===== src/rtl/warmup2_mpsubtractor_pkg.sv =====
// Shared constants and state encoding for the multi-precision datapath blocks.
// Operand geometry is 514-bit values handled as five 128-bit limbs.
package mp_pkg;

    localparam int MP_N     = 514;
    localparam int MP_W     = 128;
    localparam int MP_K     = (MP_N + MP_W - 1) / MP_W;
    localparam int MP_CNT_W = 3;

    typedef enum logic [1:0] {
        ST_IDLE,
        ST_RUN,
        ST_DONE
    } mp_state_e;

endpackage


===== src/rtl/warmup2_mpsubtractor_if.sv =====
// Start/done operand bus between a requester (master) and the subtractor (slave).
// The requester drives the start pulse and operands; the subtractor returns the result.
interface warmup2_mpsubtractor_if
    import mp_pkg::*;
#(
    parameter int N = MP_N
);

    logic         instart;
    logic [N-1:0] inA;
    logic [N-1:0] inB;
    logic [N:0]   outC;
    logic         outdone;

    modport master (
        output instart,
        output inA,
        output inB,
        input  outC,
        input  outdone
    );

    modport slave (
        input  instart,
        input  inA,
        input  inB,
        output outC,
        output outdone
    );

endinterface


===== src/rtl/warmup2_mpsubtractor_limb_sub.sv =====
// One limb of the ripple subtractor: W-bit difference with borrow-in/borrow-out.
// Purely combinational; the caller holds all the state between limbs.
module mp_limb_sub #(
    parameter int W = 128
) (
    input  logic [W-1:0] a,
    input  logic [W-1:0] b,
    input  logic         bin,
    output logic [W-1:0] d,
    output logic         bout
);

    logic [W:0] diff;

    // The extra top bit wraps to 1 exactly when a < b + bin, which is the borrow out.
    assign diff = {1'b0, a} - {1'b0, b} - {{W{1'b0}}, bin};
    assign d    = diff[W-1:0];
    assign bout = diff[W];

endmodule


===== src/rtl/warmup2_mpsubtractor.sv =====
// Multi-precision subtractor: A - B over W-bit limbs, one limb per cycle, least
// significant first, with a registered {borrow, difference} result and a done pulse.
module warmup2_mpsubtractor
    import mp_pkg::*;
#(
    parameter int N = MP_N,
    parameter int W = MP_W
) (
    input  logic                   clk,
    input  logic                   reset,
    warmup2_mpsubtractor_if.slave  bus
);

    localparam int K  = (N + W - 1) / W;
    localparam int KW = K * W;
    localparam logic [MP_CNT_W-1:0] LAST_LIMB = MP_CNT_W'(K - 1);

    mp_state_e             state_q, state_d;
    logic [KW-1:0]         a_sh_q, a_sh_d;
    logic [KW-1:0]         b_sh_q, b_sh_d;
    logic [KW-1:0]         d_sh_q, d_sh_d;
    logic                  borrow_q, borrow_d;
    logic [MP_CNT_W-1:0]   cnt_q, cnt_d;
    logic [N:0]            out_c_q, out_c_d;
    logic                  out_done_q, out_done_d;

    logic [W-1:0]          limb_d;
    logic                  limb_bo;

    mp_limb_sub #(.W(W)) u_limb_sub (
        .a    (a_sh_q[W-1:0]),
        .b    (b_sh_q[W-1:0]),
        .bin  (borrow_q),
        .d    (limb_d),
        .bout (limb_bo)
    );

    // The result register is loaded from the difference as it will stand after the
    // last limb, so the value and the done pulse appear together on the edge into DONE.
    always_comb begin
        state_d    = state_q;
        a_sh_d     = a_sh_q;
        b_sh_d     = b_sh_q;
        d_sh_d     = d_sh_q;
        borrow_d   = borrow_q;
        cnt_d      = cnt_q;
        out_c_d    = out_c_q;
        out_done_d = 1'b0;

        unique case (state_q)
            ST_IDLE: begin
                if (bus.instart) begin
                    a_sh_d   = {{(KW - N){1'b0}}, bus.inA};
                    b_sh_d   = {{(KW - N){1'b0}}, bus.inB};
                    d_sh_d   = '0;
                    borrow_d = 1'b0;
                    cnt_d    = '0;
                    state_d  = ST_RUN;
                end
            end
            ST_RUN: begin
                a_sh_d   = {{W{1'b0}}, a_sh_q[KW-1:W]};
                b_sh_d   = {{W{1'b0}}, b_sh_q[KW-1:W]};
                d_sh_d   = {limb_d, d_sh_q[KW-1:W]};
                borrow_d = limb_bo;
                cnt_d    = cnt_q + MP_CNT_W'(1);
                if (cnt_q == LAST_LIMB) begin
                    out_c_d    = d_sh_d[N:0];
                    out_done_d = 1'b1;
                    state_d    = ST_DONE;
                end
            end
            ST_DONE: begin
                state_d = ST_IDLE;
            end
            default: begin
                state_d = ST_IDLE;
            end
        endcase
    end

    always_ff @(posedge clk or negedge reset) begin
        if (!reset) begin
            state_q    <= ST_IDLE;
            a_sh_q     <= '0;
            b_sh_q     <= '0;
            d_sh_q     <= '0;
            borrow_q   <= 1'b0;
            cnt_q      <= '0;
            out_c_q    <= '0;
            out_done_q <= 1'b0;
        end else begin
            state_q    <= state_d;
            a_sh_q     <= a_sh_d;
            b_sh_q     <= b_sh_d;
            d_sh_q     <= d_sh_d;
            borrow_q   <= borrow_d;
            cnt_q      <= cnt_d;
            out_c_q    <= out_c_d;
            out_done_q <= out_done_d;
        end
    end

    assign bus.outC    = out_c_q;
    assign bus.outdone = out_done_q;

endmodule

===== src/flat_wrapper.sv =====
// flat-port wrapper written by rule: the top's interface ports become plain ports
module warmup2_mpsubtractor_flat import mp_pkg::*;
#(
    parameter int N = MP_N,
    parameter int W = MP_W
)
  (clk, reset, bus_instart, bus_inA, bus_inB, bus_outC, bus_outdone);
  warmup2_mpsubtractor_if #(.N(N)) bus_i ();
  input  logic clk;
  input  logic reset;
  input wire logic [$bits(bus_i.instart)-1:0] bus_instart;
  input wire logic [$bits(bus_i.inA)-1:0] bus_inA;
  input wire logic [$bits(bus_i.inB)-1:0] bus_inB;
  output wire logic [$bits(bus_i.outC)-1:0] bus_outC;
  output wire logic [$bits(bus_i.outdone)-1:0] bus_outdone;
  assign bus_i.instart = bus_instart;
  assign bus_i.inA = bus_inA;
  assign bus_i.inB = bus_inB;
  assign bus_outC = bus_i.outC;
  assign bus_outdone = bus_i.outdone;
  warmup2_mpsubtractor #(.N(N), .W(W)) u_core (.clk(clk), .reset(reset), .bus(bus_i));
endmodule

===== config.mk =====
export PLATFORM = sky130hd
export DESIGN_NAME = warmup2_mpsubtractor_flat
export DESIGN_NICKNAME = d
export VERILOG_FILES = /design/src/rtl/warmup2_mpsubtractor_pkg.sv /design/src/rtl/warmup2_mpsubtractor_if.sv /design/src/rtl/warmup2_mpsubtractor_limb_sub.sv /design/src/rtl/warmup2_mpsubtractor.sv /design/src/flat_wrapper.sv
export SDC_FILE = /design/constraint.sdc
export NUM_CORES = 2
export LEC_CHECK = 0
export ABC_AREA = 1
export CAP_MARGIN = 20
export CORE_AREA = 2 2 610 612
export CTS_CLUSTER_SIZE = 20
export DETAILED_ROUTE_END_ITERATION = 10
export DIE_AREA = 0 0 612 614
export GPL_TIMING_DRIVEN = 0
export HOLD_SLACK_MARGIN = 0.08
export SYNTH_ARGS = -nofsm -noshare
export SYNTH_HDL_FRONTEND = slang
export SYNTH_SLANG_ARGS = --single-unit

===== constraint.sdc =====
create_clock -name clk -period 3.5 [get_ports clk]
set_input_delay 0.525 -clock clk [delete_from_list [all_inputs] [get_ports clk]]
set_output_delay 0.525 -clock clk [all_outputs]
set_load 0.01 [all_outputs]

==> results.sh <==
export IMPL_status="finished with violations"
export IMPL_failed_checks="negative setup slack"
export IMPL_viasPerCell=4.74
export IMPL_grt_pass1_wl_um=700000
export IMPL_dp_hpwl_um=428000
export IMPL_cts_sinks=2062
export IMPL_setup_ws_ns=-0.0261
export IMPL_fin_worst_skew_ns=0.0818
export IMPL_clk_pin_slew_ns=0.06
export IMPL_cap_violations=0
export IMPL_cts_buffers=233
export IMPL_yosys_register_bits=2062
export IMPL_grt_max_degree=157
export IMPL_yosysWarnings=0
export IMPL_synth_commonest_cells="2,426 x inv_1, 2,062 x dfrtp_1, 2,028 x nand2_1"
export IMPL_grt_usage_pct=26.9
export IMPL_antenna_found_initial=187
export IMPL_hold_violations=0
export IMPL_synth_most_common_cell="inv_1"
export IMPL_io_pins=1547
export IMPL_fillerInstances=38500
export IMPL_htree_levels=4
export IMPL_worstPathRequired_ns=4.35
export IMPL_yosysTopAreaCell="dfrtp_1"
export IMPL_ys_top_cells_by_area="dfrtp_1 52%, inv_1 9.1%, o21ai_0 8.7%"
export IMPL_grt_pass1_vias=87400
export IMPL_fmax_mhz=284
export IMPL_worstSetupStartpointType="flip-flop"
export IMPL_rows=224
export IMPL_synth_top_area_share_pct=51.8
export IMPL_drt_pre_antenna_iters=6
export IMPL_max_slew_margin_pct=19.9
export IMPL_drt_iter0_markers=7774
export IMPL_syn_nets=13200
export IMPL_finalCritPeriodShare_pct=101
export IMPL_fp_dieW_um=612
export IMPL_start_util_pct=26.9
export IMPL_syn_area_per_cell_um2=8.38
export IMPL_grt_ovfl_total=0
export IMPL_period_needed_ns=3.53
export IMPL_final_core_util_pct=35.7
export IMPL_clock_latency_ns=0.96
export IMPL_cts_path_max_buffers=4
export IMPL_synth_edff_count=0
export IMPL_dieArea_um2=376000
export IMPL_dpl_cell_count=18400
export IMPL_arrival_ns=4.37
export IMPL_async_flop_share_pct=100
export IMPL_finalNetCount=15000
export IMPL_place_congestion=1.00
export IMPL_port_buffers=1546
export IMPL_crit_path_end_kind="flip-flop"
export IMPL_area_growth_pct=32.5
export IMPL_cts_tree="yes"
export IMPL_route_detailed_drc=0
export IMPL_num_vias=90200
export IMPL_ys_types=36
export IMPL_core_area_um2=370000
export IMPL_crit_fanout=11
export IMPL_final_cells=19000
export IMPL_wire_per_inst_um=27.4
export IMPL_crit_type="reg -> reg"
export IMPL_syn_inst=11900
export IMPL_ys_seq_area_share_pct=51.8
export IMPL_setup_viol=1
export IMPL_rsz0062_at_grt="yes"
export IMPL_finalMaxSlewViolations=0
export IMPL_layout_drive_gt1_share_pct=10.6
export IMPL_routed_wirelength_um=521000
export IMPL_hp_class="in -> reg"
export IMPL_antenna_left=0
export IMPL_die_y_um=614
export IMPL_max_slew_worst_pin_slew_ns=1.19
export IMPL_cts_root_buf="clkbuf_16"
export IMPL_synth_flop_cell="dfrtp_1"
export IMPL_syn_area_um2=99600
## area by class of cell
type	count	area [µm²]	area share, %
clock buffers	333	6730	5.10
clock inverters	85	1220	0.928
flip-flops and latches	2062	51600	39.1
well taps	4972	6220	4.71
inverters	2465	9250	7.01
multi-input cells	6769	37000	28.0
plain buffers	584	2670	2.02
diodes	125	313	0.237
repair buffers	1634	17000	12.9
## cell families after synthesis
group                    after synthesis  share of synthesized area (%)
XOR/XNOR                               5                         0.0440
buffers and inverters               3049                           11.9
adder cells (fa/ha/maj)              258                           3.26
flip-flops                          2062                           51.8
AND/OR/NAND/NOR                     2861                           11.8
AO/OA/AOI/OAI                       3258                           16.8
multiplexers                         387                           4.38
## worst paths after layout
check	slack, ns	startpoint	end	depth (start not counted)
max	-0.03	u_core.state_q[1]	u_core.b_sh_q[314]	9
min	0.14	bus_inB[451]	u_core.b_sh_q[451]	3
max reg2reg	-0.03	u_core.state_q[1]	u_core.b_sh_q[314]	9
min reg2reg	0.46	u_core.d_sh_q[544]	u_core.bus.outC[416]	1
max in group asynchronous	0.35	reset	u_core.b_sh_q[297]	7
min in group asynchronous	0.38	reset	u_core.b_sh_q[507]	4
## timing repair
item | in CTS | in global routing
hold buffers | 29 | 0
cloned | 4 | 1
endpoints found under the setup margin | 552 | 150
endpoints found under the hold margin | 306 | 0
resized for setup | 133 | 95
pin swaps | 8 | 17
buffers inserted | 2 | 6
## worst max-delay path: stages (launching register included)
cell and delay, ns:
dfrtp_1 0.37, inv_1 0.07, nand2_1 0.15, inv_2 0.09
buf_2 0.21, buf_4 0.20, buf_4 0.58, clkbuf_1 0.90
o21ai_0 0.60, o21ai_0 0.21
## state kept, by name, summed over array words and instances, names as in the netlist
register and cells:
u_core.bus.outC 515, u_core.a_sh_q 514, u_core.b_sh_q 514, u_core.borrow_q 1, u_core.state_q 2, u_core.d_sh_q 512
u_core.cnt_q 3, u_core.bus.outdone 1
## cells in the final DEF (no fill, tap or decap), types with 17 or more instances in the layout
cell             count
a21oi_1           1034
buf_1               18
buf_16              25
buf_2              240
buf_4               49
bufinv_16           23
clkbuf_1           314
clkbuf_16          236
clkbuf_2            22
clkbuf_8            48
clkdlybuf4s50_1   1545
clkinv_2            30
dfrtp_1           2062
diode_2            125
dlygate4sd3_1       24
ha_1               248
inv_1             2422
inv_2               39
mux2_2             387
nand2_1           1991
nand2_2             71
nand2_4             21
nand3_1            107
nand3_2             26
nand3_4             17
nand4_1             20
nor2_1             455
nor2_2              95
nor3_2              21
o21ai_0           1685
o21ai_1            159
o22ai_1            325
## layer usage
layer	part of all wire, %	wire length (µm)	global-route usage (%)	vias to the layer above
li1	-	-	-	41600
met1	40	210000	33.0	44300
met2	47	247000	44.4	3389
met3	5.8	30300	4.53	940
met4	6.5	33900	16.2	54
met5	0.067	347	0	-
## metrics by stage
| stage | TNS (ns) | hold slack [ns] | area, µm² | worst slack [ns] |
|---|---|---|---|---|
| after floorplan | 0 | 0.229 | 99600 | 0.699 |
| after global placement | - | 0.468 | 121000 | -96.13 |
| after detailed placement | -853.43 | 0.479 | 122000 | -1.82 |
| after CTS | -0.0107 | 0.0803 | 131000 | -0.0104 |
| after global routing | -0.0444 | 0.130 | 132000 | -0.0431 |
| final | -0.0261 | 0.144 | 132000 | -0.0261 |
Power is left out: the tool's default activity adds up to more than one toggle a clock period on the data nets, which glitch-free logic cannot reach.
